## config.mk

```make
export PLATFORM = sky130hd
export DESIGN_NAME = stepper_phase_decoder
export DESIGN_NICKNAME = d
export VERILOG_FILES = /design/src/rtl/stepper_phase_decoder.sv
export SDC_FILE = /design/constraint.sdc
export NUM_CORES = 1
export LEC_CHECK = 0
export ABC_CLOCK_PERIOD_IN_PS = 2800
export BUFFER_PORTS_ARGS = -buffer_cell sky130_fd_sc_hd__buf_2
export CORE_MARGIN = 2
export CORE_UTILIZATION = 52
export DETAILED_ROUTE_END_ITERATION = 7
export PLACE_DENSITY = 0.73
export SYNTH_ARGS = -nofsm -noshare
export SYNTH_HDL_FRONTEND = slang
export SYNTH_SLANG_ARGS = --single-unit
```

## constraint.sdc

```tcl
create_clock -name clk -period 2.8 [get_ports clk]
set_input_delay 0.56 -clock clk [delete_from_list [all_inputs] [get_ports clk]]
set_output_delay 0.56 -clock clk [all_outputs]
set_load 0.02 [all_outputs]
```

## src/rtl/stepper_phase_decoder.sv

```systemverilog
// Full-step stepper phase decoder: step pulses, direction, signed position, step period, sticky jump flag.
// Optional glitch filter on the phase input is enabled by defining STEPPER_PHASE_FILTER_EN.
module stepper_phase_decoder #(
   parameter int POS_WIDTH     = 16,
   parameter int PERIOD_WIDTH  = 24,
   parameter int FILTER_CYCLES = 4
) (
   input  logic                    clk,
   input  logic                    reset,
   input  logic [1:0]              phase,
   input  logic                    clear,
   output logic                    step_pulse,
   output logic                    step_dir,
   output logic [POS_WIDTH-1:0]    position,
   output logic [PERIOD_WIDTH-1:0] period,
   output logic                    period_valid,
   output logic                    phase_error
);

   typedef enum logic [0:0] {INIT = 1'b0, TRACK = 1'b1} state_t;

   localparam logic [POS_WIDTH-1:0]    POS_ONE    = POS_WIDTH'(1'b1);
   localparam logic [PERIOD_WIDTH-1:0] PERIOD_ONE = PERIOD_WIDTH'(1'b1);
   localparam logic [PERIOD_WIDTH-1:0] PERIOD_MAX = {PERIOD_WIDTH{1'b1}};

   if (FILTER_CYCLES < 1) begin : g_filter_cycles_invalid
      $error("FILTER_CYCLES must be at least 1");
   end

   // Forward order 00 -> 01 -> 11 -> 10 is a Gray sequence: next = {cur[0], ~cur[1]}.
   function automatic logic is_forward(input logic [1:0] from_ph, input logic [1:0] to_ph);
      return to_ph == {from_ph[0], ~from_ph[1]};
   endfunction

   logic [1:0] acc_phase_s;

`ifdef STEPPER_PHASE_FILTER_EN
   localparam int FCW = $clog2(FILTER_CYCLES + 1);
   localparam logic [FCW-1:0] FILT_LIMIT = FCW'(FILTER_CYCLES);
   localparam logic [FCW-1:0] FILT_ONE   = FCW'(1'b1);

   logic [1:0]     filt_r;
   logic [1:0]     cand_r;
   logic [FCW-1:0] run_r;
   logic           load_r;
   logic [FCW-1:0] run_s;

   // Length of the current run of identical raw samples, this sample included.
   always_comb begin
      run_s = FILT_ONE;
      if ((run_r != {FCW{1'b0}}) && (phase == cand_r)) begin
         run_s = run_r + FILT_ONE;
      end else begin
         run_s = FILT_ONE;
      end
   end

   // Until the first edge after reset the raw phase is taken as already settled.
   assign acc_phase_s = load_r ? phase : filt_r;

   // Glitch filter: a new value is accepted once it has been sampled FILTER_CYCLES times in a row.
   always_ff @(posedge clk or negedge reset) begin
      if (!reset) begin
         filt_r <= 2'b00;
         cand_r <= 2'b00;
         run_r  <= {FCW{1'b0}};
         load_r <= 1'b1;
      end else if (clear || load_r) begin
         filt_r <= phase;
         cand_r <= phase;
         run_r  <= {FCW{1'b0}};
         load_r <= 1'b0;
      end else if (phase == filt_r) begin
         run_r <= {FCW{1'b0}};
      end else if (run_s >= FILT_LIMIT) begin
         filt_r <= phase;
         run_r  <= {FCW{1'b0}};
      end else begin
         cand_r <= phase;
         run_r  <= run_s;
      end
   end
`else
   assign acc_phase_s = phase;
`endif

   state_t                  state_r;
   logic [1:0]              prev_phase_r;
   logic [PERIOD_WIDTH-1:0] period_cnt_r;
   logic                    seen_step_r;

   // Step decoder FSM; all outputs are registered here.
   always_ff @(posedge clk or negedge reset) begin
      if (!reset) begin
         state_r      <= INIT;
         prev_phase_r <= 2'b00;
         period_cnt_r <= {PERIOD_WIDTH{1'b0}};
         seen_step_r  <= 1'b0;
         step_pulse   <= 1'b0;
         step_dir     <= 1'b0;
         position     <= {POS_WIDTH{1'b0}};
         period       <= {PERIOD_WIDTH{1'b0}};
         period_valid <= 1'b0;
         phase_error  <= 1'b0;
      end else if (clear) begin
         state_r      <= INIT;
         period_cnt_r <= {PERIOD_WIDTH{1'b0}};
         seen_step_r  <= 1'b0;
         step_pulse   <= 1'b0;
         position     <= {POS_WIDTH{1'b0}};
         period       <= {PERIOD_WIDTH{1'b0}};
         period_valid <= 1'b0;
         phase_error  <= 1'b0;
      end else begin
         case (state_r)
            INIT: begin
               prev_phase_r <= acc_phase_s;
               step_pulse   <= 1'b0;
               seen_step_r  <= 1'b0;
               state_r      <= TRACK;
            end
            TRACK: begin
               step_pulse   <= 1'b0;
               period_cnt_r <= (period_cnt_r == PERIOD_MAX) ? period_cnt_r : period_cnt_r + PERIOD_ONE;
               if (acc_phase_s != prev_phase_r) begin
                  prev_phase_r <= acc_phase_s;
                  if ((acc_phase_s ^ prev_phase_r) == 2'b11) begin
                     phase_error <= 1'b1;
                  end else begin
                     step_pulse   <= 1'b1;
                     step_dir     <= is_forward(prev_phase_r, acc_phase_s);
                     position     <= is_forward(prev_phase_r, acc_phase_s) ? position + POS_ONE
                                                                            : position - POS_ONE;
                     period_cnt_r <= PERIOD_ONE;
                     seen_step_r  <= 1'b1;
                     // The first step after INIT has no preceding step to measure against.
                     if (seen_step_r) begin
                        period       <= period_cnt_r;
                        period_valid <= 1'b1;
                     end
                  end
               end
            end
            default: begin
               state_r    <= INIT;
               step_pulse <= 1'b0;
            end
         endcase
      end
   end

endmodule

```

## Word-level counts from Yosys, hierarchy flattened

Index checks and enable logic that the tools add are counted.

| storage, ports and cells | value |
|---|---|
| flip-flop bits (word level) | 72 |
| bits of input ports | 5 |
| output and inout bits | 44 |
| logic and storage cells | 71 |

| operators by class | value |
|---|---|
| add/subtract/negate cells | 3 |
| eq/ne operators | 8 |
| mux-type cells | 35 |
| bitwise gates (word level) | 5 |
| reductions and logical operators | 10 |

Operator list:

| operator | count |
|---|---|
| $mux W24 | 10 |
| $mux W16 | 5 |
| $add A24 B1 Y24 const B | 1 |
| $eq A24 B24 Y1 const B | 1 |
| $add A16 B1 Y16 const B | 1 |
| $mux W1 | 16 |
| $sub A16 B1 Y16 const B | 1 |
| $reduce_and A4 Y1 | 2 |
| $reduce_bool A2 Y1 | 4 |
| $reduce_and A3 Y1 | 2 |
| $not A1 Y1 | 4 |
| $pmux W1 S2 | 2 |
| $pmux W2 S2 | 1 |
| $reduce_and A2 Y1 | 2 |
| $ne A3 B2 Y1 const B | 1 |
| $ne A3 B3 Y1 const B | 1 |
| $eq A2 B2 Y1 | 1 |
| $eq A2 B2 Y1 const B | 1 |
| $mux W2 | 1 |
| $ne A2 B1 Y1 const B | 1 |
| $ne A2 B2 Y1 | 1 |
| $ne A2 B2 Y1 const B | 1 |
| $xor A2 B2 Y2 | 1 |

## Depth between registers and ports, before layout

| depth | value |
|---|---|
| word-level depth | 7 |
| gate-level depth with buffers | 9 |
| depth with buffers taken out | 9 |

## Worst setup path after synthesis

No wires, ideal clock.

| timing path | value |
|---|---|
| path type | input to register |
| start point | input phase[0] |
| end point | register position[15] |
| setup time | 0.128 ns |
| data arrival time | 2.840 ns |
| data required time | 2.672 ns |
| slack | -0.168 ns |
| cell stages on the path | 9 |
| path buffers | 0 |
| path through | xor2_1 > nand2_1 > ha_1 > and3_1 > a221o_1 > and3_1 > o21ai_1 > o211ai_1 > mux2_1 |

| on the way | value |
|---|---|
| cells in the longest elaborated chain, start to end | 6 |
| elaborated cells on any way between the ends | 12 |
| those cells by class | eq/ne: 4; mux: 5; bitwise: 1; reduce/logical: 2 |

RTL lines:

| what | line | text |
|---|---|---|
| from (decl) | 10 | `input logic [1:0] phase,` |
| $eq A2 B2 Y1 | 32 | `return to_ph == {from_ph[0], ~from_ph[1]};` |
| $mux W16 | 132 | `position <= is_forward(prev_phase_r, acc_phase_s) ? position + POS_ONE` |
| $mux W16 | 127 | `if ((acc_phase_s ^ prev_phase_r) == 2'b11) begin` |
| $mux W16 | 125 | `if (acc_phase_s != prev_phase_r) begin` |
| $mux W16 | 115 | `case (state_r)` |
| $mux W16 | 105 | `end else if (clear) begin` |
| to (signal assigned) | 101 | `position <= {POS_WIDTH{1'b0}};` |
| to (signal assigned) | 110 | `position <= {POS_WIDTH{1'b0}};` |
| to (signal assigned) | 132 |  |
| to (decl) | 14 | `output logic [POS_WIDTH-1:0] position,` |

Several ways; a longest one is shown, not always the timed one. The select of a mux whose other input is x is not followed.
A chain may end at the register's enable or synchronous reset.

## Worst setup path after layout

| timing path | value |
|---|---|
| start point | register prev_phase_r[1] |
| end point | register position[13] |

| on the way | value |
|---|---|
| cells in the longest elaborated chain, start to end | 7 |
| elaborated cells on any way between the ends | 13 |
| those cells by class | eq/ne: 4; mux: 5; bitwise: 2; reduce/logical: 2 |

RTL lines:

| what | line | text |
|---|---|---|
| from (decl) | 88 | `logic [1:0] prev_phase_r;` |
| from (signal assigned) | 117 | `prev_phase_r <= acc_phase_s;` |
| from (signal assigned) | 126 | `prev_phase_r <= acc_phase_s;` |
| $not A1 Y1 | 32 |  |
| $eq A2 B2 Y1 | 32 |  |
| $mux W16 | 132 |  |
| $mux W16 | 127 |  |
| $mux W16 | 125 |  |
| $mux W16 | 115 |  |
| $mux W16 | 105 |  |

Several ways; a longest one is shown, not always the timed one. The select of a mux whose other input is x is not followed.

==> impl_metrics.yaml <==
run_status:
  status: "completed"
pwr:
  intPower_mw: 2.68
  comb_power_share_pct: 46.6
  swShare_pct: 36.8
  clock_power_share_pct: 23.8
  p_seq_share_pct: 29.6
  power_switching_mw: 1.56
  p_leak_nw: 2.42
  vdd_ir_drop_max_uv: 594
  power_density_nw_per_um2: 888
yosys:
  synth_top_family_by_area: "simple AND/OR/NAND/NOR gates"
  ys_seq_area_share_pct: 46.6
  syn_nets: 407
  synth_flop_cell: "dfrtp_1"
  syn_inst: 382
  netlist.area_leader.share_pct: 46.6
  async_flop_share_pct: 100
  synth-xor-area-share_pct: 7.03
  synth-seq-cells: 72
  synth_area_leaders: "dfrtp_1 47%, ha_1 6.2%, a22o_1 5.4%, xor2_1 4.3%, nand2_1 3.7%"
  synth_commonest_cells: "72 x dfrtp_1, 38 x nand2_1, 31 x nor2_1"
  synth_compound_area_share_pct: 17.7
  ys_types: 55
  synth-edff-count: 0
  synthMuxAreaShare_pct: 0.874
  synth_area_sq_um: 3860
  yosysMostFrequentCell: "dfrtp_1"
  yosys_warnings: 0
  synthAdderAreaFrac_pct: 6.67
  synth_top_area_cell: "dfrtp_1"
  synthSimpleGateAreaFrac_pct: 18.6
  syn_avg_cell_area_sq_um: 10.1
route:
  drt-total-wl_um: 8920
  vias: 3244
  via_per_inst: 5.71
  first_pass_iters: 4
  ant_nets: 0
  wl_per_cell_um: 15.7
  drc: 0
  drt_iter0_drc: 119
global_route:
  grt_max_degree: 31
  grt_pass1_wl_um: 15200
  grt_overflow: 0
  grt_pass1_vias: 3162
  antenna_found_initial: 0
  grt_util_all_layers_pct: 23.1
floorplanning:
  die_w_um: 90.2
  ios: 49
  die_h_um: 90.2
  rows: 31
  fp.coreArea_sq_um: 7210
  initial_core_util_pct: 53.6
  die-area_sq_um: 8140
timing:
  hold_ws_ns: 0.231
  rsz0062_at_grt: "no"
  fmax_mhz: 374
  worst_slack_ns: 0.128
  skew_ns: 0.00809
  drv_slew: 0
  finalCritPeriodShare_pct: 95.4
  tightest_slew_ns: 0.662
  fin_crit_ns: 2.67
  slew_headroom_pct: 55.9
  finalSetupViolCount: 0
  finalHoldViolCount: 0
worst_hold_path:
  min_path_type: "in2async"
clocking:
  clk_latency_ns: 0.36
  clk_path_buf_depth: 2
  cts-root-buf: "clkbuf_8"
  path_clk_slew_ns: 0.08
  htreeDepth: 3
  clkSinkCount: 72
  numCtsBuffers: 9
  cts_tree: "yes"
cells_and_area:
  final_nets: 489
  area.growth.synth_to_final_pct: 23.3
  fill_cells: 592
  drive_gt1_share_pct: 26.0
  diodes: 0
placed_design:
  gp_congestion: 0.950
  place_hpwl_um: 6320
  post-place-ws_ns: -0.308
  port_buffers: 48
worst_setup_path:
  cp-start-kind: "flop"
  required_ns: 3.05
  path_max_fanout: 17
  arrival_ns: 2.93
  endpoint_kind: "flop"
  worstSetupPathType: "reg2reg"
job:
  cap_violations: 0
cell usage in the layout, fill, tap and decap left out, types with 3 or more instances in the layout:
cell type,synthesis,routed
and3_1,16,16
and4_1,3,3
inv_1,3,3
nand3_1,16,16
nand2_1,38,37
bufinv_16,0,3
nand4_1,11,11
clkbuf_8,0,9
a31oi_1,7,7
a21oi_1,24,23
nor2_1,31,31
dfrtp_1,72,72
nor3_1,4,4
a21o_1,8,8
xnor2_1,12,11
buf_2,6,48
ha_1,19,19
a22o_1,24,24
buf_4,0,39
o21ai_0,10,10
xor2_1,19,18
worst max-delay path, stage by stage, from the launching register on:
cell and delay, ns:
dfrtp_1 0.43, xor2_2 0.21, nand2_4 0.16, ha_1 0.36, a211oi_1 0.30, nor2_1 0.14, o41ai_2 0.28, a21oi_1 0.14
or3_1 0.32, a32o_1 0.24
timing repair:
| action | in CTS | in global routing |
|---|---|---|
| endpoints found under the hold margin | 0 | 0 |
| buffers inserted | 0 | 0 |
| setup endpoints to repair | 2 | 5 |
| hold buffers | 0 | 0 |
| resized for setup | 2 | 3 |
cell families after synthesis:
logic type,count (synthesis)
XOR/XNOR,31
AO/OA/AOI/OAI,94
multiplexers,3
AND/OR/NAND/NOR,140
flip-flops,72
adder cells (fa/ha/maj),20
buffers and inverters,22
registers in the layout, summed over array words and instances (netlist names):
name	cells
period	24
period_cnt_r	24
position	16
prev_phase_r	2
period_valid	1
phase_error	1
seen_step_r	1
state_r	1
step_dir	1
step_pulse	1
path summary, 6_finish.rpt:
path	startpoint	endpoint	slack, ns	cells past startpoint
max	prev_phase_r[1]	position[13]	0.13	9
min	reset	period[8]	0.23	1
max reg2reg	prev_phase_r[1]	position[13]	0.13	9
min reg2reg	period[8]	period[8]	0.50	1
max in group asynchronous	reset	position[9]	1.90	2
min in group clk	period[8]	period[8]	0.50	1
metal layers:
layer / global-route usage [%] / share of wire (%) / vias up
met2: 40.7 / 52 / 54
met3: 5.36 / 3.1 / 16
met1: 28.4 / 43 / 1602
li1: - / - / 1572
met5: 0 / 0 / -
met4: 6.41 / 1.5 / 0
layout make-up:
cell class / count / area (sq um) / area share (%)
Multi-Input combinational cell: 288 / 2010 / 42.1
Sequential cell: 72 / 1800 / 37.8
Timing Repair Buffer: 89 / 573 / 12.0
Clock buffer: 10 / 128 / 2.68
Tap cell: 99 / 124 / 2.60
Clock inverter: 6 / 116 / 2.44
Inverter: 4 / 15.0 / 0.315
power by group through the flow:
stage                     Sequential [mW]  Combinational, mW  Clock [mW]
after floorplan                      1.36               1.11           0
after detailed placement             1.27               1.91           0
after CTS                            1.25               1.95        1.03
final                                1.25               1.97        1.01
after global placement               1.27               1.86           0
after global routing                 1.27               2.17        1.08
per-stage QoR:
| step | utilization (%) | power [mW] | TNS, ns | area, sq um | std cells |
|---|---|---|---|---|---|
| floorplan | - | 2.47 | 0 | 3870 | 382 |
| global placement | 62.2 | 3.12 | -0.653 | 4490 | 552 |
| detailed placement | 62.2 | 3.18 | -1.02 | 4490 | 552 |
| CTS | 65.8 | 4.23 | 0 | 4750 | 568 |
| global route | 66.1 | 4.52 | 0 | 4770 | 568 |
| finish | 66.1 | 4.23 | 0 | 4770 | 568 |
No activity file was read; power rests on OpenSTA's default activity.
